--- src/rtl/ps2_pkg.sv ---
// Shared scancode constants and FSM state encoding for the PS/2 key event scheduler.
package ps2_pkg;

  localparam logic [7:0] SC_LSHIFT = 8'h12;
  localparam logic [7:0] SC_RSHIFT = 8'h59;
  localparam logic [7:0] SC_CAPS   = 8'h58;
  localparam logic [7:0] SC_ENTER  = 8'h5A;
  localparam logic [7:0] SC_BKSP   = 8'h66;
  localparam logic [7:0] SC_SPACE  = 8'h29;
  localparam logic [7:0] SC_TAB    = 8'h0D;

  typedef enum logic [1:0] {
    S_IDLE   = 2'd0,
    S_LOOKUP = 2'd1,
    S_PUSH   = 2'd2
  } state_e;

endpackage

--- src/rtl/ps2_ascii_rom.sv ---
// Combinational set-2 scancode to ASCII translation; returns 0 for unmapped codes.
module ps2_ascii_rom
  import ps2_pkg::*;
(
  input  logic       shift_i,
  input  logic       caps_i,
  input  logic [7:0] code_i,
  output logic [7:0] ascii_o
);

  logic [7:0] base;
  logic [7:0] alt;
  logic       letter;

  // NOTE: every combinational output gets a default first so no path leaves it unassigned (no latch).
  always_comb begin
    base = 8'h00;
    alt  = 8'h00;
    case (code_i)
      8'h1C: base = "a";  8'h32: base = "b";  8'h21: base = "c";  8'h23: base = "d";
      8'h24: base = "e";  8'h2B: base = "f";  8'h34: base = "g";  8'h33: base = "h";
      8'h43: base = "i";  8'h3B: base = "j";  8'h42: base = "k";  8'h4B: base = "l";
      8'h3A: base = "m";  8'h31: base = "n";  8'h44: base = "o";  8'h4D: base = "p";
      8'h15: base = "q";  8'h2D: base = "r";  8'h1B: base = "s";  8'h2C: base = "t";
      8'h3C: base = "u";  8'h2A: base = "v";  8'h1D: base = "w";  8'h22: base = "x";
      8'h35: base = "y";  8'h1A: base = "z";
      8'h16: {base, alt} = {"1", "!"};
      8'h1E: {base, alt} = {"2", "@"};
      8'h26: {base, alt} = {"3", "#"};
      8'h25: {base, alt} = {"4", "$"};
      8'h2E: {base, alt} = {"5", "%"};
      8'h36: {base, alt} = {"6", "^"};
      8'h3D: {base, alt} = {"7", "&"};
      8'h3E: {base, alt} = {"8", "*"};
      8'h46: {base, alt} = {"9", "("};
      8'h45: {base, alt} = {"0", ")"};
      8'h4E: {base, alt} = {"-", "_"};
      8'h55: {base, alt} = {"=", "+"};
      8'h54: {base, alt} = {"[", "{"};
      8'h5B: {base, alt} = {"]", "}"};
      8'h5D: {base, alt} = {"\\", "|"};
      8'h4C: {base, alt} = {";", ":"};
      8'h52: {base, alt} = {"'", "\""};
      8'h41: {base, alt} = {",", "<"};
      8'h49: {base, alt} = {".", ">"};
      8'h4A: {base, alt} = {"/", "?"};
      8'h0E: {base, alt} = {8'h60, "~"};
      SC_SPACE: base = 8'h20;
      SC_ENTER: base = 8'h0D;
      SC_BKSP:  base = 8'h08;
      SC_TAB:   base = 8'h09;
      default:  base = 8'h00;
    endcase
  end

  assign letter = (base >= 8'h61) && (base <= 8'h7A);

  // Letters honour caps-lock; everything else only follows shift, and keys without a shifted form keep their base code.
  always_comb begin
    if (letter)
      ascii_o = (shift_i ^ caps_i) ? (base - 8'h20) : base;
    else if (shift_i && (alt != 8'h00))
      ascii_o = alt;
    else
      ascii_o = base;
  end

endmodule

--- src/rtl/ps2_key_event_scheduler.sv ---
// Translates PS/2 make/break events into ASCII, queues them in a FIFO and throttles the receiver.
module ps2_key_event_scheduler
  import ps2_pkg::*;
#(
  parameter int DEPTH     = 8,
  parameter int RX_MARGIN = 2
) (
  input  logic       clk,
  input  logic       reset,
  input  logic       key_tick,
  input  logic       key_make,
  input  logic [7:0] key_code,
  output logic       rx_en,
  output logic       char_valid,
  output logic [7:0] char_data,
  input  logic       char_ready,
  output logic       caps_lock,
  output logic       overflow
);

  localparam int             AW       = $clog2(DEPTH);
  localparam logic [AW:0]    FULL_CNT = (AW + 1)'(DEPTH);
  localparam logic [AW:0]    RX_LIMIT = (AW + 1)'(DEPTH - RX_MARGIN);

  state_e      state_q, state_d;
  logic        ev_make_q, ev_make_d;
  logic [7:0]  ev_code_q, ev_code_d;
  logic        lshift_q, lshift_d;
  logic        rshift_q, rshift_d;
  logic        caps_lock_q, caps_lock_d;
  logic        caps_held_q, caps_held_d;
  logic [7:0]  char_q, char_d;
  logic        overflow_q, overflow_d;
  logic        rx_en_q, rx_en_d;
  logic [AW:0] wr_ptr_q, rd_ptr_q;
  logic [7:0]  mem [DEPTH];

  logic [7:0]  rom_ascii;
  logic [AW:0] count, count_next;
  logic        full, push, pop;

  ps2_ascii_rom u_rom (
    .shift_i (lshift_q | rshift_q),
    .caps_i  (caps_lock_q),
    .code_i  (ev_code_q),
    .ascii_o (rom_ascii)
  );

  // Pointers carry one extra bit so full and empty are distinguishable by subtraction alone.
  assign count      = wr_ptr_q - rd_ptr_q;
  assign full       = (count == FULL_CNT);
  assign char_valid = (count != '0);
  assign pop        = char_valid && char_ready;
  assign count_next = count + (AW + 1)'(push) - (AW + 1)'(pop);
  assign rx_en_d    = (count_next < RX_LIMIT);

  always_comb begin
    state_d     = state_q;
    ev_make_d   = ev_make_q;
    ev_code_d   = ev_code_q;
    lshift_d    = lshift_q;
    rshift_d    = rshift_q;
    caps_lock_d = caps_lock_q;
    caps_held_d = caps_held_q;
    char_d      = char_q;
    overflow_d  = overflow_q;
    push        = 1'b0;
    case (state_q)
      S_IDLE: begin
        if (key_tick) begin
          ev_make_d = key_make;
          ev_code_d = key_code;
          state_d   = S_LOOKUP;
        end
      end
      S_LOOKUP: begin
        state_d = S_IDLE;
        case (ev_code_q)
          SC_LSHIFT: lshift_d = ev_make_q;
          SC_RSHIFT: rshift_d = ev_make_q;
          SC_CAPS: begin
            // Typematic repeats arrive as further makes while held; only the first toggles.
            if (!ev_make_q) begin
              caps_held_d = 1'b0;
            end else if (!caps_held_q) begin
              caps_lock_d = ~caps_lock_q;
              caps_held_d = 1'b1;
            end
          end
          default: begin
            if (ev_make_q) begin
              char_d = rom_ascii;
              if (rom_ascii != 8'h00) state_d = S_PUSH;
            end
          end
        endcase
      end
      S_PUSH: begin
        state_d = S_IDLE;
        if (full && !pop) overflow_d = 1'b1;
        else              push       = 1'b1;
      end
      default: state_d = S_IDLE;
    endcase
  end

  // NOTE: state registers use non-blocking assignments so every flop samples pre-edge values.
  always_ff @(posedge clk) begin
    if (reset) begin
      state_q     <= S_IDLE;
      ev_make_q   <= 1'b0;
      ev_code_q   <= 8'h00;
      lshift_q    <= 1'b0;
      rshift_q    <= 1'b0;
      caps_lock_q <= 1'b0;
      caps_held_q <= 1'b0;
      char_q      <= 8'h00;
      overflow_q  <= 1'b0;
      rx_en_q     <= 1'b1;
      wr_ptr_q    <= '0;
      rd_ptr_q    <= '0;
    end else begin
      state_q     <= state_d;
      ev_make_q   <= ev_make_d;
      ev_code_q   <= ev_code_d;
      lshift_q    <= lshift_d;
      rshift_q    <= rshift_d;
      caps_lock_q <= caps_lock_d;
      caps_held_q <= caps_held_d;
      char_q      <= char_d;
      overflow_q  <= overflow_d;
      rx_en_q     <= rx_en_d;
      if (push) wr_ptr_q <= wr_ptr_q + 1'b1;
      if (pop)  rd_ptr_q <= rd_ptr_q + 1'b1;
    end
  end

  // NOTE: FIFO storage is deliberately not reset; the pointers alone define which entries are live.
  always_ff @(posedge clk) begin
    if (push) mem[wr_ptr_q[AW-1:0]] <= char_q;
  end

  assign char_data = char_valid ? mem[rd_ptr_q[AW-1:0]] : 8'h00;
  assign rx_en     = rx_en_q;
  assign caps_lock = caps_lock_q;
  assign overflow  = overflow_q;

endmodule

--- config.mk ---
export PLATFORM = sky130hd
export DESIGN_NAME = ps2_key_event_scheduler
export DESIGN_NICKNAME = d
export VERILOG_FILES = /design/src/rtl/ps2_pkg.sv /design/src/rtl/ps2_ascii_rom.sv /design/src/rtl/ps2_key_event_scheduler.sv
export SDC_FILE = /design/constraint.sdc
export NUM_CORES = 1
export LEC_CHECK = 0
export CAP_MARGIN = 20
export CORE_ASPECT_RATIO = 1.5
export CORE_MARGIN = 4
export CORE_UTILIZATION = 55
export CTS_BUF_LIST = sky130_fd_sc_hd__clkbuf_2
export CTS_CLUSTER_DIAMETER = 80
export DETAILED_ROUTE_END_ITERATION = 16
export PLACE_DENSITY = 0.8
export SYNTH_ARGS = -nofsm -noshare
export SYNTH_HDL_FRONTEND = slang
export SYNTH_SLANG_ARGS = --single-unit
--- constraint.sdc ---
create_clock -name clk -period 4.7 [get_ports clk]
set_input_delay 0.705 -clock clk [delete_from_list [all_inputs] [get_ports clk]]
set_output_delay 0.705 -clock clk [all_outputs]
set_load 0.01 [all_outputs]
[After elaboration in Yosys (flattened, before gate mapping)]
Memory sizes are Yosys's and may differ from the RTL's. A register that Yosys moved wholly into a read port is not among the register bits.
Cells that the tools add are included.
Word-level totals
  register bits after elaboration: 33
  RAM bits: 64
  input port bits: 13
  output and inout bits: 12
  memories: 1
Memories
  mem: words 8, width 8, read ports 1, clocked after memory_dff 1, write ports 1, line ps2_key_event_scheduler.sv:36  | logic [7:0] mem [DEPTH];
Cells by class
  add/sub/neg operators: 6
  $lt $le $gt $ge: 3
  equal/unequal tests: 58
  mux-type cells: 18
  bitwise logic cells: 5
  reduce and logical (&&, ||, !) cells: 17
Operators by type and width (count)
  7-bit one-hot mux with 51 select lines: 1
  8-bit by 6-bit == test with 1-bit output, second input constant: 23
  8-bit by 7-bit == test with 1-bit output, second input constant: 21
  7-bit one-hot mux with 21 select lines: 1
  8-bit by 5-bit == test with 1-bit output, second input constant: 8
  8-bit 2-to-1 mux: 3
  8-bit by 4-bit == test with 1-bit output, second input constant: 2
  8-bit nonzero test: 2
  2-bit AND reduction: 5
  4-bit by 1-bit adder with 4-bit output, second input constant: 2
  2-bit 2-to-1 mux: 4
  7-bit by 6-bit subtractor with 8-bit output, second input constant: 1
  7-bit greater-or-equal comparator, second input constant: 1
  7-bit <= comparator, second input constant: 1
  7-bit 2-to-1 mux: 1
  3-bit 2-to-1 mux: 2
  1-bit 2-to-1 mux: 5
  4-bit by 1-bit adder with 4-bit output: 1
  4-bit == test, second input constant: 1
  1-bit logical AND: 4
  4-bit by 3-bit < comparator with 1-bit output, second input constant: 1
  2-bit one-hot mux with 2 select lines: 1
  4-bit AND reduction: 1
  4-bit nonzero test: 1
  12 further kinds: 14

[Depth between registers and ports, before layout]
Gate-level depths: netlist of the first run.
  depth in word-level cells: 11
  depth in mapped cells: 23

[Modules after synthesis]
Synthesis of the first run repeated with hierarchy kept, for this count alone.
Unflattened totals
  cells, all modules: 526
  area total of the unflattened synthesis: 5743.0 µm²
Modules (own cells, without submodules)
  ps2_key_event_scheduler: times used 1, cells an instance 305, area an instance 4275.4 µm², sequential area each 2642.5 µm²
  ps2_ascii_rom: times used 1, cells an instance 221, area an instance 1467.7 µm², sequential area each 0.0 µm²

[Worst setup path before layout of the first run]
No wires, ideal clock.
  path kind: reg2reg
  start: register wr_ptr_q[1]
  end: register rx_en_q, in the netlist rx_en
  setup time: 0.114 ns
  arrival time: 3.900 ns
  data required time: 4.586 ns
  slack: 0.686 ns
  stages on the path, launching flop included: 22
  buffers on the path: 2
  path through: dfxtp_1 -> ha_1 -> a21o_1 -> a21o_1 -> xnor2_1 -> inv_1 -> ha_1 -> and2_1 -> clkbuf_1 -> inv_1 -> and2_1 -> clkbuf_1 -> nor2_1 -> nor3b_1 -> inv_1 -> ha_1 -> inv_1 -> ha_1 -> a21o_1 -> a21oi_1 -> xor2_1 -> a21o_1
Between the ends
  cells in the longest elaborated chain, start to end: 10
  elaborated cells on any way between the ends: 11
  classes of those cells: add/sub: 3; order compare: 1; eq/ne: 1; mux: 2; reduce/logical: 4
RTL lines
  from (decl): line ps2_key_event_scheduler.sv:35  | logic [AW:0] wr_ptr_q, rd_ptr_q;
  from (signal assigned): line ps2_key_event_scheduler.sv:133  | if (push) wr_ptr_q <= wr_ptr_q + 1'b1;
  4-bit subtractor *: line ps2_key_event_scheduler.sv:50  | assign count = wr_ptr_q - rd_ptr_q;
  4-bit nonzero test *: line ps2_key_event_scheduler.sv:52  | assign char_valid = (count != '0);
  named net char_valid: line ps2_key_event_scheduler.sv:14  | output logic char_valid,
  1-bit logical AND *: line ps2_key_event_scheduler.sv:53  | assign pop = char_valid && char_ready;
  named net pop: line ps2_key_event_scheduler.sv:40  | logic full, push, pop;
  1-bit logical NOT: line ps2_key_event_scheduler.sv:100  | if (full && !pop) overflow_d = 1'b1;
  1-bit logical AND: line ps2_key_event_scheduler.sv:100
  1-bit 2-to-1 mux: line ps2_key_event_scheduler.sv:100
  1-bit 2-to-1 mux: line ps2_key_event_scheduler.sv:68  | case (state_q)
  4-bit by 1-bit adder with 4-bit output: line ps2_key_event_scheduler.sv:54  | assign count_next = count + (AW + 1)'(push) - (AW + 1)'(pop);
  4-bit by 1-bit subtractor with 4-bit output *: line ps2_key_event_scheduler.sv:54
  4-bit by 3-bit < comparator with 1-bit output *: line ps2_key_event_scheduler.sv:55  | assign rx_en_d = (count_next < RX_LIMIT);
  to (signal assigned): line ps2_key_event_scheduler.sv:132  | rx_en_q <= rx_en_d;
  to (decl): line ps2_key_event_scheduler.sv:34  | logic rx_en_q, rx_en_d;
The timed path passes the listed nets; every way through them passes the cells marked *.
A chain may end at the register's enable or synchronous reset.

[Worst setup path after layout of the first run]
  start: register ev_code_q[2]
  end: register char_q[4]
Between the ends
  cells in the longest elaborated chain, start to end: 6
  elaborated cells on any way between the ends: 68
  classes of those cells: add/sub: 1; order compare: 2; eq/ne: 54; mux: 5; bitwise: 1; reduce/logical: 5
RTL lines
  from (decl): line ps2_key_event_scheduler.sv:27  | logic [7:0] ev_code_q, ev_code_d;
  from (signal assigned): line ps2_key_event_scheduler.sv:125  | ev_code_q <= ev_code_d;
  branches (longest 6 deep; another with 7-bit by 6-bit subtractor with 8-bit output)
  to (signal assigned): line ps2_key_event_scheduler.sv:130  | char_q <= char_d;
  to (decl): line ps2_key_event_scheduler.sv:32  | logic [7:0] char_q, char_d;
Several ways; the timed one is not identified.

==> results of run 1 <==
-- stage by stage --
step                power (W)  area [µm²]  hold WS [ps]  std cells  setup slack (ps)
floorplan             0.00152        5770           451        542               686
global placement      0.00176        6200           462        692               507
detailed placement    0.00179        6200           477        692               444
CTS                   0.00225        6330           509        708               340
global route          0.00240        6360           534        709              85.6
finish                0.00225        6360           509        709               266
-- cell type report --
class / count / area, µm² / share of cell area
clock inverter: 5 / 82.6 / 0.0130
tap: 141 / 176 / 0.0277
multi-input combinational: 385 / 2860 / 0.450
inverter: 14 / 52.6 / 0.00826
timing repair buffer: 53 / 490 / 0.0771
clock buffer: 11 / 55.1 / 0.00865
sequential: 100 / 2640 / 0.415
-- Yosys cell counts (10+ instances only) --
library cell / n
nand3_1: 11
nand2_1: 31
nor3_1: 11
a21oi_1: 23
dfxtp_1: 36
clkbuf_1: 17
nor3b_1: 11
nor2b_1: 16
mux4_2: 16
nor2_1: 54
ha_1: 12
mux2i_1: 21
nand2b_1: 11
buf_2: 13
edfxtp_1: 64
o21ai_0: 10
inv_1: 14
-- registers in the layout, summed over array words and instances (netlist names), 2 cells and up, named ones only --
| signal | flops |
|---|---|
| char_q | 8 |
| rd_ptr_q | 4 |
| state_q | 2 |
| wr_ptr_q | 4 |
| mem | 64 |
| ev_code_q | 8 |
-- kinds of logic (layout without fill, tap and decap cells) --
| kind of cell | count (synthesis) | after routing | share of synthesized area |
|---|---|---|---|
| AO/OA/AOI/OAI | 103 | 103 | 0.123 |
| XOR/XNOR | 18 | 18 | 0.0273 |
| adder cells (fa/ha/maj) | 14 | 14 | 0.0330 |
| buffers and inverters | 57 | 83 | 0.0464 |
| flip-flops | 100 | 100 | 0.458 |
| multiplexers | 37 | 37 | 0.0989 |
| AND/OR/NAND/NOR | 213 | 213 | 0.213 |
-- power by group through the flow --
stage | Combinational [W] | Sequential [W] | Clock [W]
final | 0.000791 | 0.00100 | 0.000459
after global routing | 0.000877 | 0.00101 | 0.000508
after CTS | 0.000746 | 0.00103 | 0.000472
after detailed placement | 0.000743 | 0.00105 | 0
after global placement | 0.000711 | 0.00105 | 0
after floorplan | 0.000539 | 0.000983 | 0
-- worst max-delay path, delay by kind of cell (launching register included) --
kind            cells  cell delay, ps
fa+ha+maj           1             220
buf+inv             1             320
flops               1             630
compound gates      6            1410
simple gates        6            1730
-- final timing paths --
kind	start	end	cells past startpoint
max	ev_code_q[2]	char_q[4]	14
min	lshift_q	lshift_q	2
max reg2reg	ev_code_q[2]	char_q[4]	14
min reg2reg	lshift_q	lshift_q	2
-- routing by layer --
layer  up-vias  share of wire
li1       2072              -
met1      2180           0.34
met2       229           0.53
met3        71          0.057
met4         0          0.066
met5         -              0
==> impl_metrics.prom, run 1 <==
# TYPE chip_impl_metric gauge
chip_impl_info{name="status",value="completed"} 1
chip_impl_metric{name="cts.hold.buffers_added",unit=""} 0
chip_impl_metric{name="syn-mean-instance-area",unit="µm²"} 10.6
chip_impl_metric{name="numCtsBuffers",unit=""} 9
chip_impl_info{name="grt_setup_unrepaired",value="no"} 1
chip_impl_info{name="postSynth.topFlopCell",value="edfxtp_1"} 1
chip_impl_metric{name="cts.path.max_buffers",unit=""} 2
chip_impl_metric{name="pwr_density_cell",unit="nW/µm²"} 354
chip_impl_metric{name="area_growth_syn_to_layout",unit="%"} 10.3
chip_impl_metric{name="internal_power",unit="W"} 0.00154
chip_impl_metric{name="synthArstFlopShare",unit=""} 0
chip_impl_metric{name="tightest_slew_margin_relative_to_the_limit",unit=""} 0.360
chip_impl_metric{name="max_slew_violations",unit=""} 0
chip_impl_metric{name="cts-htree-levels",unit=""} 3
chip_impl_metric{name="worst_setup_hold_path_clk_slew",unit="ps"} 260
chip_impl_info{name="crit_path_start_kind",value="register"} 1
chip_impl_metric{name="min_period_over_period",unit=""} 0.943
chip_impl_info{name="netlist.top_cell.by_area",value="edfxtp_1"} 1
chip_impl_info{name="most_common_cell_after_layout_fill_and_taps_aside",value="edfxtp_1"} 1
chip_impl_metric{name="vias_per_cell",unit=""} 6.42
chip_impl_metric{name="floorplan.die_area",unit="µm²"} 12200
chip_impl_info{name="worstPathCellList",value="buf_4 > nor4b_1 > o21ai_1 > or4b_1 > a21oi_1 > nand3_1 > or2_1 > or4b_4 > ha_1 > a31o_2 > o41a_1 > a211o_1 > a221oi_1 > nor3_1"} 1
chip_impl_metric{name="cts.sinks",unit=""} 100
chip_impl_metric{name="drt_first_pass_iters",unit=""} 5
chip_impl_metric{name="hpwl",unit="mm"} 11.6
chip_impl_metric{name="floorplan.initialDensity",unit=""} 0.566
chip_impl_metric{name="netlist_instances",unit=""} 542
chip_impl_info{name="timing.hold.worst.class",value="register to register"} 1
chip_impl_metric{name="timing.critical_path.fanout_max",unit=""} 26
chip_impl_metric{name="max-vdd-ir-drop",unit="µV"} 198
chip_impl_metric{name="setup.reg_to_reg.worst_slack",unit="ps"} 270
chip_impl_metric{name="postRouteWirelength",unit="mm"} 15.5
chip_impl_info{name="layout.cells.most_common_list",value="edfxtp_1, nor2_1, dfxtp_1"} 1
chip_impl_metric{name="drc",unit=""} 0
chip_impl_metric{name="setup_viol",unit=""} 0
chip_impl_metric{name="syn-num-nets",unit=""} 569
chip_impl_metric{name="fmax",unit="MHz"} 226
chip_impl_metric{name="dr.first_iter.drc_count",unit=""} 350
chip_impl_metric{name="final.min_clock_period",unit="ps"} 4430
chip_impl_metric{name="grt_first_pass_wirelength",unit="mm"} 24.9
chip_impl_metric{name="yosys.area.top_type_share",unit=""} 0.333
chip_impl_metric{name="routedWlPerCell",unit="µm"} 21.9
chip_impl_metric{name="syn-cell-area",unit="µm²"} 5770
chip_impl_metric{name="grt_pass1_vias",unit=""} 4573
chip_impl_metric{name="post_synth_num_cell_types",unit=""} 72
chip_impl_metric{name="post-cts-setup-buffers",unit=""} 0
chip_impl_metric{name="clock-skew-final",unit="ps"} 36.7
chip_impl_metric{name="grt_start_max_net_pins",unit=""} 35
chip_impl_metric{name="use_met1",unit=""} 0.284
chip_impl_metric{name="tightestPinTransition",unit="ps"} 960
chip_impl_metric{name="synth-edff-count",unit=""} 64
chip_impl_metric{name="rows",unit=""} 45
chip_impl_metric{name="io_buffers",unit=""} 24
chip_impl_metric{name="number_of_antenna_violations_at_the_first_check_in_global_routing",unit=""} 0
chip_impl_metric{name="timing.critical_path.arrival",unit="ps"} 4870
chip_impl_metric{name="final_util",unit=""} 0.624
chip_impl_metric{name="filler_cell_count",unit=""} 842
chip_impl_metric{name="routabilityCongestion",unit=""} 1.03
chip_impl_info{name="slowest_stage",value="dfxtp_1"} 1
chip_impl_metric{name="clk_latency",unit="ps"} 560
chip_impl_info{name="cts.root.buffer_cell",value="clkbuf_2"} 1
chip_impl_metric{name="global_route.usage.met3",unit=""} 0.0475
chip_impl_metric{name="postRouteAntennaNets",unit=""} 0
chip_impl_metric{name="max_stage_delay",unit="ps"} 630
chip_impl_metric{name="overflow",unit=""} 0
chip_impl_metric{name="pin_count",unit=""} 25
chip_impl_info{name="tritoncts",value="done"} 1
chip_impl_metric{name="ys_seq_elements",unit=""} 100
chip_impl_metric{name="chipHeight",unit="µm"} 133
chip_impl_metric{name="seq_power_share",unit=""} 0.446
chip_impl_metric{name="grt_usage",unit=""} 0.264
chip_impl_metric{name="switching_power",unit="W"} 0.000712
chip_impl_info{name="grt_most_used_layer",value="met2"} 1
chip_impl_info{name="timing.setup.critical_path_class",value="register to register"} 1
chip_impl_metric{name="power_frac_comb",unit=""} 0.351
chip_impl_metric{name="layout-drive-gt1-share",unit=""} 0.137
chip_impl_metric{name="power.share.switching",unit=""} 0.316
chip_impl_info{name="synth_area_leaders",value="edfxtp_1, dfxtp_1, mux4_2"} 1
chip_impl_metric{name="crit_required",unit="ps"} 5140
chip_impl_metric{name="diodes",unit=""} 0
chip_impl_metric{name="final_stage_net_count",unit=""} 590
chip_impl_metric{name="via_count",unit=""} 4552
chip_impl_metric{name="fp.coreArea",unit="µm²"} 10200
chip_impl_metric{name="max_cap_violations",unit=""} 0
chip_impl_metric{name="die_w",unit="µm"} 91.6
chip_impl_metric{name="synth_seq_area_share",unit=""} 0.458
chip_impl_metric{name="cts_resized",unit=""} 0
chip_impl_metric{name="synth-warning-count",unit=""} 0
chip_impl_metric{name="fin_setup_tns",unit="ps"} 0
chip_impl_metric{name="timing.final.hold_violations",unit=""} 0
chip_impl_metric{name="leakage_power",unit="nW"} 2.22
chip_impl_info{name="timing.critical_path.to_type",value="register"} 1
chip_impl_metric{name="met2_usage",unit=""} 0.463
chip_impl_metric{name="power.clock.fraction",unit=""} 0.204
No activity file was read; power rests on OpenSTA's default activity.
==> run 2, diff against run 1 <==
--- a/config.mk
+++ b/config.mk
@@ -7,11 +7,11 @@
 export LEC_CHECK = 0
 export CAP_MARGIN = 20
 export CORE_ASPECT_RATIO = 1.5
-export CORE_MARGIN = 4
 export CORE_UTILIZATION = 55
 export CTS_BUF_LIST = sky130_fd_sc_hd__clkbuf_2
 export CTS_CLUSTER_DIAMETER = 80
 export DETAILED_ROUTE_END_ITERATION = 16
+export GPL_TIMING_DRIVEN = 1
 export PLACE_DENSITY = 0.8
 export SYNTH_ARGS = -nofsm -noshare
 export SYNTH_HDL_FRONTEND = slang
==> impl_metrics.prom, run 2 (synthesis gave the netlist of run 1 again) <==
# TYPE chip_impl_metric gauge
chip_impl_metric{name="final_util",unit=""} 0.616
chip_impl_metric{name="min_period_over_period",unit=""} 0.934
chip_impl_metric{name="layout_setup_ws",unit="ps"} 310
chip_impl_metric{name="timing.critical_path.fanout_max",unit=""} 18
chip_impl_metric{name="post-cts-setup-buffers",unit=""} 0
chip_impl_metric{name="chipHeight",unit="µm"} 127
chip_impl_metric{name="vias_per_cell",unit=""} 6.51
chip_impl_metric{name="worst_setup_hold_path_clk_slew",unit="ps"} 240
chip_impl_metric{name="worstPathBufferInverterCount",unit=""} 0
chip_impl_info{name="timing.hold.worst.start",value="caps_held_q"} 1
chip_impl_metric{name="largest_reg_flops",unit=""} 64
chip_impl_info{name="layout.cells.most_common_list",value="edfxtp_1, nor2_1, dfxtp_1"} 1
chip_impl_metric{name="rows",unit=""} 45
chip_impl_metric{name="cts.path.max_buffers",unit=""} 2
chip_impl_metric{name="finalPower",unit="W"} 0.00220
chip_impl_metric{name="cts.sinks",unit=""} 100
chip_impl_metric{name="drt_first_pass_iters",unit=""} 5
chip_impl_metric{name="pwr_density_cell",unit="nW/µm²"} 352
chip_impl_info{name="cp-startpoint",value="ev_code_q[4]"} 1
chip_impl_metric{name="pin_count",unit=""} 25
chip_impl_metric{name="numCtsBuffers",unit=""} 9
chip_impl_info{name="crit_path_start_kind",value="register"} 1
chip_impl_metric{name="power_frac_comb",unit=""} 0.360
chip_impl_info{name="top_signal_layer_used",value="met4"} 1
chip_impl_info{name="cts.root.buffer_cell",value="clkbuf_2"} 1
chip_impl_metric{name="power.share.switching",unit=""} 0.329
chip_impl_metric{name="overflow",unit=""} 0
chip_impl_metric{name="power.clock.fraction",unit=""} 0.182
chip_impl_metric{name="dr.first_iter.drc_count",unit=""} 302
chip_impl_info{name="timing.hold.worst.class",value="register to register"} 1
chip_impl_metric{name="final.min_clock_period",unit="ps"} 4390
chip_impl_metric{name="grt_start_max_net_pins",unit=""} 35
chip_impl_metric{name="switching_power",unit="W"} 0.000722
chip_impl_metric{name="hpwl",unit="mm"} 11.3
chip_impl_info{name="status",value="completed"} 1
chip_impl_metric{name="die_w",unit="µm"} 85.6
chip_impl_metric{name="max-vdd-ir-drop",unit="µV"} 146
chip_impl_metric{name="postRouteWirelength",unit="mm"} 15.0
chip_impl_metric{name="layout-drive-gt1-share",unit=""} 0.126
chip_impl_info{name="most_common_cell_after_layout_fill_and_taps_aside",value="edfxtp_1"} 1
chip_impl_info{name="timing.rr.start",value="ev_code_q[4]"} 1
chip_impl_metric{name="tightestPinTransition",unit="ps"} 977
chip_impl_metric{name="clk_latency",unit="ps"} 550
chip_impl_info{name="grt_setup_unrepaired",value="no"} 1
chip_impl_metric{name="grt_usage",unit=""} 0.296
chip_impl_metric{name="cts-htree-levels",unit=""} 3
chip_impl_metric{name="timing.critical_path.arrival",unit="ps"} 4810
chip_impl_metric{name="number_of_antenna_violations_at_the_first_check_in_global_routing",unit=""} 1
chip_impl_metric{name="final_stage_net_count",unit=""} 584
chip_impl_metric{name="area_growth_syn_to_layout",unit="%"} 8.26
chip_impl_metric{name="internal_power",unit="W"} 0.00147
chip_impl_metric{name="preCtsSetupSlack",unit="ps"} 338
chip_impl_info{name="timing.setup.critical_path_class",value="register to register"} 1
chip_impl_metric{name="detailroute.wirelength.met2",unit="mm"} 8.08
chip_impl_metric{name="seq_power_share",unit=""} 0.458
chip_impl_metric{name="fp.coreArea",unit="µm²"} 10100
chip_impl_info{name="worstPathCellList",value="or4b_2 > o22ai_1 > or4b_1 > a21oi_1 > nand3_1 > or2_1 > or4b_4 > ha_1 > a31o_2 > o41a_1 > a211o_1 > a221oi_1 > nor3_1"} 1
chip_impl_metric{name="timing.final.hold_violations",unit=""} 0
chip_impl_metric{name="drc",unit=""} 0
chip_impl_metric{name="postRouteAntennaNets",unit=""} 0
chip_impl_metric{name="routabilityCongestion",unit=""} 0.997
chip_impl_metric{name="leakage_power",unit="nW"} 2.17
chip_impl_metric{name="io_buffers",unit=""} 24
chip_impl_metric{name="max_cap_violations",unit=""} 0
chip_impl_info{name="timing.critical_path.to_type",value="register"} 1
chip_impl_metric{name="via_count",unit=""} 4427
chip_impl_metric{name="fin_setup_tns",unit="ps"} 0
chip_impl_metric{name="dr_wl_met3",unit="µm"} 540
chip_impl_info{name="tritoncts",value="done"} 1
chip_impl_info{name="cp_top_family",value="simple AND/OR/NAND/NOR gates"} 1
chip_impl_metric{name="setup_viol",unit=""} 0
chip_impl_metric{name="clock-skew-final",unit="ps"} 35.4
chip_impl_metric{name="fmax",unit="MHz"} 228
chip_impl_metric{name="grt_pass1_vias",unit=""} 4530
chip_impl_metric{name="max_slew_violations",unit=""} 0
chip_impl_metric{name="floorplan.initialDensity",unit=""} 0.569
chip_impl_metric{name="tightest_slew_margin_relative_to_the_limit",unit=""} 0.348
chip_impl_metric{name="grt_first_pass_wirelength",unit="mm"} 24.3
chip_impl_metric{name="max_stage_delay",unit="ps"} 760
chip_impl_metric{name="routedLengthMet1",unit="mm"} 5.57
chip_impl_metric{name="routedWlPerCell",unit="µm"} 22.1
chip_impl_info{name="slowest_stage",value="dfxtp_1"} 1
chip_impl_metric{name="crit_required",unit="ps"} 5120
chip_impl_metric{name="floorplan.die_area",unit="µm²"} 10900
run 2: worst paths after layout:
check,endpoint,slack [ps],cells after the start
worst min register to register,caps_held_q,520,2
worst max-delay path,char_q[4],310,13
worst max register to register,char_q[4],310,13
worst min-delay path,caps_held_q,520,2
run 2: final cells by class:
cell class              count  area (µm²)
repair buffers             47         420
fillers                   862        3890
clock inverters             6        62.6
well taps                 117         146
inverters                  14        52.6
diodes                      1        2.50
multi-input cells         385        2870
flip-flops and latches    100        2640
clock buffers              10        50.0
run 2: per-stage QoR:
| stage | hold WS (ps) | area (µm²) | instances |
|---|---|---|---|
| after CTS | 524 | 6220 | 678 |
| after global placement | 464 | 6110 | 662 |
| final | 523 | 6240 | 680 |
| after floorplan | 451 | 5770 | 542 |
| after detailed placement | 475 | 6110 | 662 |
| after global routing | 555 | 6240 | 680 |
run 2: power by group through the flow:
stage          sequential [W]  combinational [W]  clock (W)
2_1_floorplan        0.000983           0.000539          0
3_3_place_gp          0.00105           0.000714          0
3_5_place_dp          0.00105           0.000754          0
4_1_cts               0.00103           0.000757   0.000403
5_1_grt               0.00102           0.000865   0.000434
6_report              0.00101           0.000791   0.000399
run 2: worst register-to-register path: cells and delay by family (launching register included):
kind	cells	cell delay [ps]
AOI/OAI and AO/OA	6	1360
adders and majority gates	1	220
and+or+nand+nor	6	1940
DFF	1	760
run 2: layer usage:
metal	track usage	up-vias
li1	-	2067
met4	0.180	0
met2	0.532	166
met5	0	-
met1	0.328	2138
met3	0.0381	56
run 2: timing repair:
action                     in CTS  in global routing
hold buffers                    0                  0
setup endpoints to repair       0                  1
gates resized for setup         0                  1
==> run 3, diff against run 2 <==
--- a/config.mk
+++ b/config.mk
@@ -13,6 +13,7 @@
 export DETAILED_ROUTE_END_ITERATION = 16
 export GPL_TIMING_DRIVEN = 1
 export PLACE_DENSITY = 0.8
+export SLEW_MARGIN = 20
 export SYNTH_ARGS = -nofsm -noshare
 export SYNTH_HDL_FRONTEND = slang
 export SYNTH_SLANG_ARGS = --single-unit
==> impl_metrics.prom, run 3 (synthesis gave the netlist of run 1 again) <==
# TYPE chip_impl_metric gauge
chip_impl_metric{name="fin_setup_tns",unit="ps"} 0
chip_impl_metric{name="dr_wl_met3",unit="µm"} 557
chip_impl_metric{name="internal_power",unit="W"} 0.00147
chip_impl_metric{name="layout_setup_ws",unit="ps"} 300
chip_impl_info{name="grt_setup_unrepaired",value="no"} 1
chip_impl_info{name="most_common_cell_after_layout_fill_and_taps_aside",value="edfxtp_1"} 1
chip_impl_info{name="timing.setup.critical_path_class",value="register to register"} 1
chip_impl_metric{name="grt_start_max_net_pins",unit=""} 35
chip_impl_metric{name="clk_latency",unit="ps"} 550
chip_impl_metric{name="final_stage_net_count",unit=""} 583
chip_impl_metric{name="max-vdd-ir-drop",unit="µV"} 149
chip_impl_info{name="timing.hold.worst.start",value="caps_held_q"} 1
chip_impl_metric{name="postRouteWirelength",unit="mm"} 15.0
chip_impl_metric{name="clock-skew-final",unit="ps"} 39.0
chip_impl_metric{name="die_w",unit="µm"} 85.6
chip_impl_metric{name="post-cts-setup-buffers",unit=""} 0
chip_impl_metric{name="power.clock.fraction",unit=""} 0.182
chip_impl_metric{name="rows",unit=""} 45
chip_impl_metric{name="place.detailed.instances",unit=""} 662
chip_impl_metric{name="pin_count",unit=""} 25
chip_impl_metric{name="cts-htree-levels",unit=""} 3
chip_impl_metric{name="tightestPinTransition",unit="ps"} 968
chip_impl_metric{name="grt_pass1_vias",unit=""} 4530
chip_impl_metric{name="post_layout_nonfiller_instances",unit=""} 679
chip_impl_metric{name="filler_cell_count",unit=""} 863
chip_impl_metric{name="min_period_over_period",unit=""} 0.936
chip_impl_metric{name="detailroute.wirelength.met2",unit="mm"} 8.07
chip_impl_metric{name="vias_per_cell",unit=""} 6.50
chip_impl_metric{name="io_buffers",unit=""} 24
chip_impl_metric{name="hpwl",unit="mm"} 11.3
chip_impl_metric{name="fmax",unit="MHz"} 227
chip_impl_metric{name="via_count",unit=""} 4412
chip_impl_metric{name="routedWlPerCell",unit="µm"} 22.2
chip_impl_metric{name="cts.sinks",unit=""} 100
chip_impl_info{name="worstHoldEndpoint",value="caps_held_q"} 1
chip_impl_metric{name="crit_required",unit="ps"} 5120
chip_impl_metric{name="finalPower",unit="W"} 0.00218
chip_impl_metric{name="area_growth_syn_to_layout",unit="%"} 8.03
chip_impl_metric{name="routabilityCongestion",unit=""} 0.997
chip_impl_metric{name="timing.critical_path.arrival",unit="ps"} 4820
chip_impl_metric{name="max_cap_violations",unit=""} 0
chip_impl_info{name="timing.rr.start",value="ev_code_q[4]"} 1
chip_impl_info{name="cts.root.buffer_cell",value="clkbuf_2"} 1
chip_impl_metric{name="max_slew_violations",unit=""} 0
chip_impl_metric{name="drt_first_pass_iters",unit=""} 5
chip_impl_info{name="timing.hold.worst.class",value="register to register"} 1
chip_impl_metric{name="power_frac_comb",unit=""} 0.348
chip_impl_info{name="top_signal_layer_used",value="met4"} 1
chip_impl_metric{name="timing.hold.worst_path_depth",unit=""} 2
chip_impl_metric{name="chipHeight",unit="µm"} 127
chip_impl_metric{name="switching_power",unit="W"} 0.000718
chip_impl_info{name="timing.critical_path.to_type",value="register"} 1
chip_impl_metric{name="setup_viol",unit=""} 0
chip_impl_metric{name="worst_setup_hold_path_clk_slew",unit="ps"} 240
chip_impl_info{name="crit_path_start_kind",value="register"} 1
chip_impl_metric{name="overflow",unit=""} 0
chip_impl_metric{name="routedLengthMet1",unit="mm"} 5.59
chip_impl_metric{name="leakage_power",unit="nW"} 2.16
chip_impl_metric{name="timing.critical_path.fanout_max",unit=""} 18
chip_impl_info{name="layout.cells.most_common_list",value="edfxtp_1, nor2_1, dfxtp_1"} 1
chip_impl_metric{name="tightest_slew_margin_relative_to_the_limit",unit=""} 0.354
chip_impl_metric{name="largest_reg_flops",unit=""} 64
chip_impl_info{name="regToRegEndpoint",value="char_q[4]"} 1
chip_impl_metric{name="pwr_density_cell",unit="nW/µm²"} 350
chip_impl_metric{name="postRouteAntennaNets",unit=""} 0
chip_impl_metric{name="seq_power_share",unit=""} 0.470
chip_impl_metric{name="power.share.switching",unit=""} 0.329
chip_impl_metric{name="numCtsBuffers",unit=""} 9
chip_impl_metric{name="worstRegToRegCells",unit=""} 13
chip_impl_metric{name="drc",unit=""} 0
chip_impl_metric{name="grt_first_pass_wirelength",unit="mm"} 24.3
chip_impl_metric{name="number_of_antenna_violations_at_the_first_check_in_global_routing",unit=""} 1
chip_impl_metric{name="dr.first_iter.drc_count",unit=""} 282
chip_impl_metric{name="preCtsSetupSlack",unit="ps"} 338
chip_impl_metric{name="layout-drive-gt1-share",unit=""} 0.127
chip_impl_metric{name="fp.coreArea",unit="µm²"} 10100
chip_impl_info{name="tritoncts",value="done"} 1
chip_impl_metric{name="floorplan.initialDensity",unit=""} 0.569
chip_impl_metric{name="setup.reg_to_reg.worst_slack",unit="ps"} 300
chip_impl_info{name="status",value="completed"} 1
chip_impl_metric{name="final.min_clock_period",unit="ps"} 4400
chip_impl_metric{name="grt_usage",unit=""} 0.296
chip_impl_metric{name="cts.path.max_buffers",unit=""} 2
chip_impl_metric{name="floorplan.die_area",unit="µm²"} 10900
chip_impl_metric{name="timing.final.hold_violations",unit=""} 0
[run 3: per-layer routing]
layer	track usage	vias to the layer above
li1	-	2066
met1	0.328	2133
met2	0.532	161
met3	0.0381	52
met4	0.180	0
met5	0	-
[run 3: worst max-delay path: stages (launching register included)]
cell	delay (ps)
dfxtp_1	760
or4b_2	320
o22ai_1	110
or4b_1	590
a21oi_1	170
nand3_1	110
or2_1	260
or4b_4	560
ha_1	220
a31o_2	220
o41a_1	150
a211o_1	390
a221oi_1	330
nor3_1	100
[run 3: final cells by class]
type	instances	area (µm²)	share of cell area
flip-flops and latches	100	2640	0.424
multi-input cells	385	2870	0.460
clock inverters	6	62.6	0.0100
inverters	14	52.6	0.00843
repair buffers	46	405	0.0651
clock buffers	10	50.0	0.00803
well taps	117	146	0.0235
diodes	1	2.50	0.000402
[run 3: power by group through the flow]
stage	registers (W)	logic, W	clock network, W
after floorplan	0.000983	0.000539	0
after global placement	0.00105	0.000714	0
after detailed placement	0.00105	0.000754	0
after CTS	0.00103	0.000757	0.000403
after global routing	0.00104	0.000830	0.000434
final	0.00103	0.000759	0.000398
[run 3: through the flow]
step | utilization | hold slack [ps] | instance area [µm²]
floorplan | - | 451 | 5770
global placement | 0.603 | 464 | 6110
detailed placement | 0.603 | 475 | 6110
CTS | 0.614 | 524 | 6220
global route | 0.615 | 555 | 6230
finish | 0.615 | 522 | 6230
[run 3: worst max path at each step]
stage	start	end	cells after the start
finish	ev_code_q[4]	char_q[4]	13
global route	ev_code_q[4]	char_q[4]	13
CTS	wr_ptr_q[1]	rx_en	19
detailed placement	wr_ptr_q[1]	rx_en	19
global placement	ev_code_q[4]	char_q[4]	13
floorplan	wr_ptr_q[1]	rx_en	21
[run 3: what timing repair did]
item / CTS / global route
endpoints found under the setup margin: 0 / 1
hold buffers: 0 / 0
gates resized for setup: 0 / 1
==> RTL change: new RTL, settings of run 2 <==
The parameter `DEPTH` goes from 8 to 4.
--- a/src/rtl/ps2_key_event_scheduler.sv
+++ b/src/rtl/ps2_key_event_scheduler.sv
@@ -4,3 +4,3 @@
 #(
-  parameter int DEPTH     = 8,
+  parameter int DEPTH     = 4,
   parameter int RX_MARGIN = 2
Function: changed (Yosys sat finds a counterexample within 10 cycles, from zero or initial values and one cycle with reset high).
==> RTL change against run 2 <==
- wire length shrank 15%
- area after synthesis shrank 26%
- clock skew shrank 0.0051 ns
- fmax rose by 8.3%
- final area fell by 25%
- worst setup slack better by 0.34 ns
- sequential cell count is 35 lower
- power shrank 32%
- synthesized cell count is 17% lower
- sequential power is 35% lower
==> RTL change: results (changes against run 2) <==
[worst_setup_path]
crit_path_max_fanout=15  ; -3
startpoint=ev_code_q[0]
r2r_slack_ns=0.65  ; +0.34 ns
r2r-end=char_q[5]
arrival_ns=4.44  ; -0.37 ns

[global_routing]
grt_max_degree=33  ; -5.7%
grt_usage_pct=34.1  ; +4.5 points

[run_status]
status=finished clean

[power]
p_leak_nw=1.64  ; -24%
powerComb_mw=0.520  ; -34%
internal_power_mw=1.00  ; -32%
seq-power_mw=0.655  ; -35%

[final_layout]
nClkBuffers=11  ; +1
fill_cells=640  ; -26%
final_nets=497  ; -15%
nNonClkInverters=10  ; -4
seq_cell_count=65  ; -35%
n_antenna_cell=0  ; -1
fin_cells=580  ; -15%
seq_share_pct=34.6  ; -7.7 points

[route]
via_per_inst=6.50  ; -0.13%
wl_per_cell_um=22.1  ; -0.12%
drt_iter0_markers=259  ; -14%

[synthesis]
synth_cell_types=73  ; +1.4%
synth.area.top_cells=edfxtp_1 (22%), dfxtp_1 (15%), mux4_2 (4.2%)
synth_seq_area_share_pct=38.0  ; -7.9 points
ys.flop_type=dfxtp_1
synthesis.nets=476  ; -16%

[cts]
clkLatencyLatePin_ns=0.49  ; -0.06 ns

[placed_design]
gp_congestion=1.00  ; +0.57%

[sta]
relSlewSlack_pct=38.7  ; +3.9 points
skew_ns=0.0303  ; -0.00513 ns

-- RTL change: cell types whose count changed in the layout (fill, tap and decap cells not counted), moves of 5 or more --
cell	delta
mux2i_1	-10
inv_1	-5
and2_1	+11
nor2_1	-12
and3b_1	-6
mux4_2	-8
edfxtp_1	-32
nand3_1	+8
o22ai_1	-6
o21ai_0	+7
nand2_1	+5
-- RTL change: through the flow --
stage               hold slack [ns]  instance area (um2)  utilization [%]  total power [mW]  setup WS [ns]
floorplan                     0.436                 4270                -             0.971           1.07
global placement              0.444                 4580             60.6              1.15          0.788
detailed placement            0.451                 4580             60.6              1.18          0.824
CTS                           0.472                 4690             62.0              1.49          0.727
global route                  0.505                 4690             62.0              1.56          0.396
finish                        0.474                 4690             62.0              1.49          0.648
-- RTL change: worst min path at each step --
stage	start	end	cells past startpoint
6_report	rshift_q	rshift_q	2
5_1_grt	rshift_q	rshift_q	2
4_1_cts	rshift_q	rshift_q	2
3_5_place_dp	rshift_q	rshift_q	2
3_3_place_gp	caps_held_q	caps_held_q	2
2_1_floorplan	caps_held_q	caps_held_q	2
-- RTL change: cell families after synthesis --
family          Yosys count  share of synthesized area [%]
fa+ha+maj                11                           3.57
compound gates          102                           17.2
buf+inv                  44                           5.89
flops                    65                           38.0
mux                      19                           6.79
simple gates            196                           25.6
xor+xnor                 15                           3.07
-- RTL change: layer usage --
metal / global-route usage (%) / vias up / routed length (um)
met5: 0 / - / 0
met1: 33.4 / 1764 / 4230
li1: - / 1732 / -
met3: 5.32 / 72 / 712
met2: 63.6 / 203 / 6900
met4: 23.2 / 0 / 967
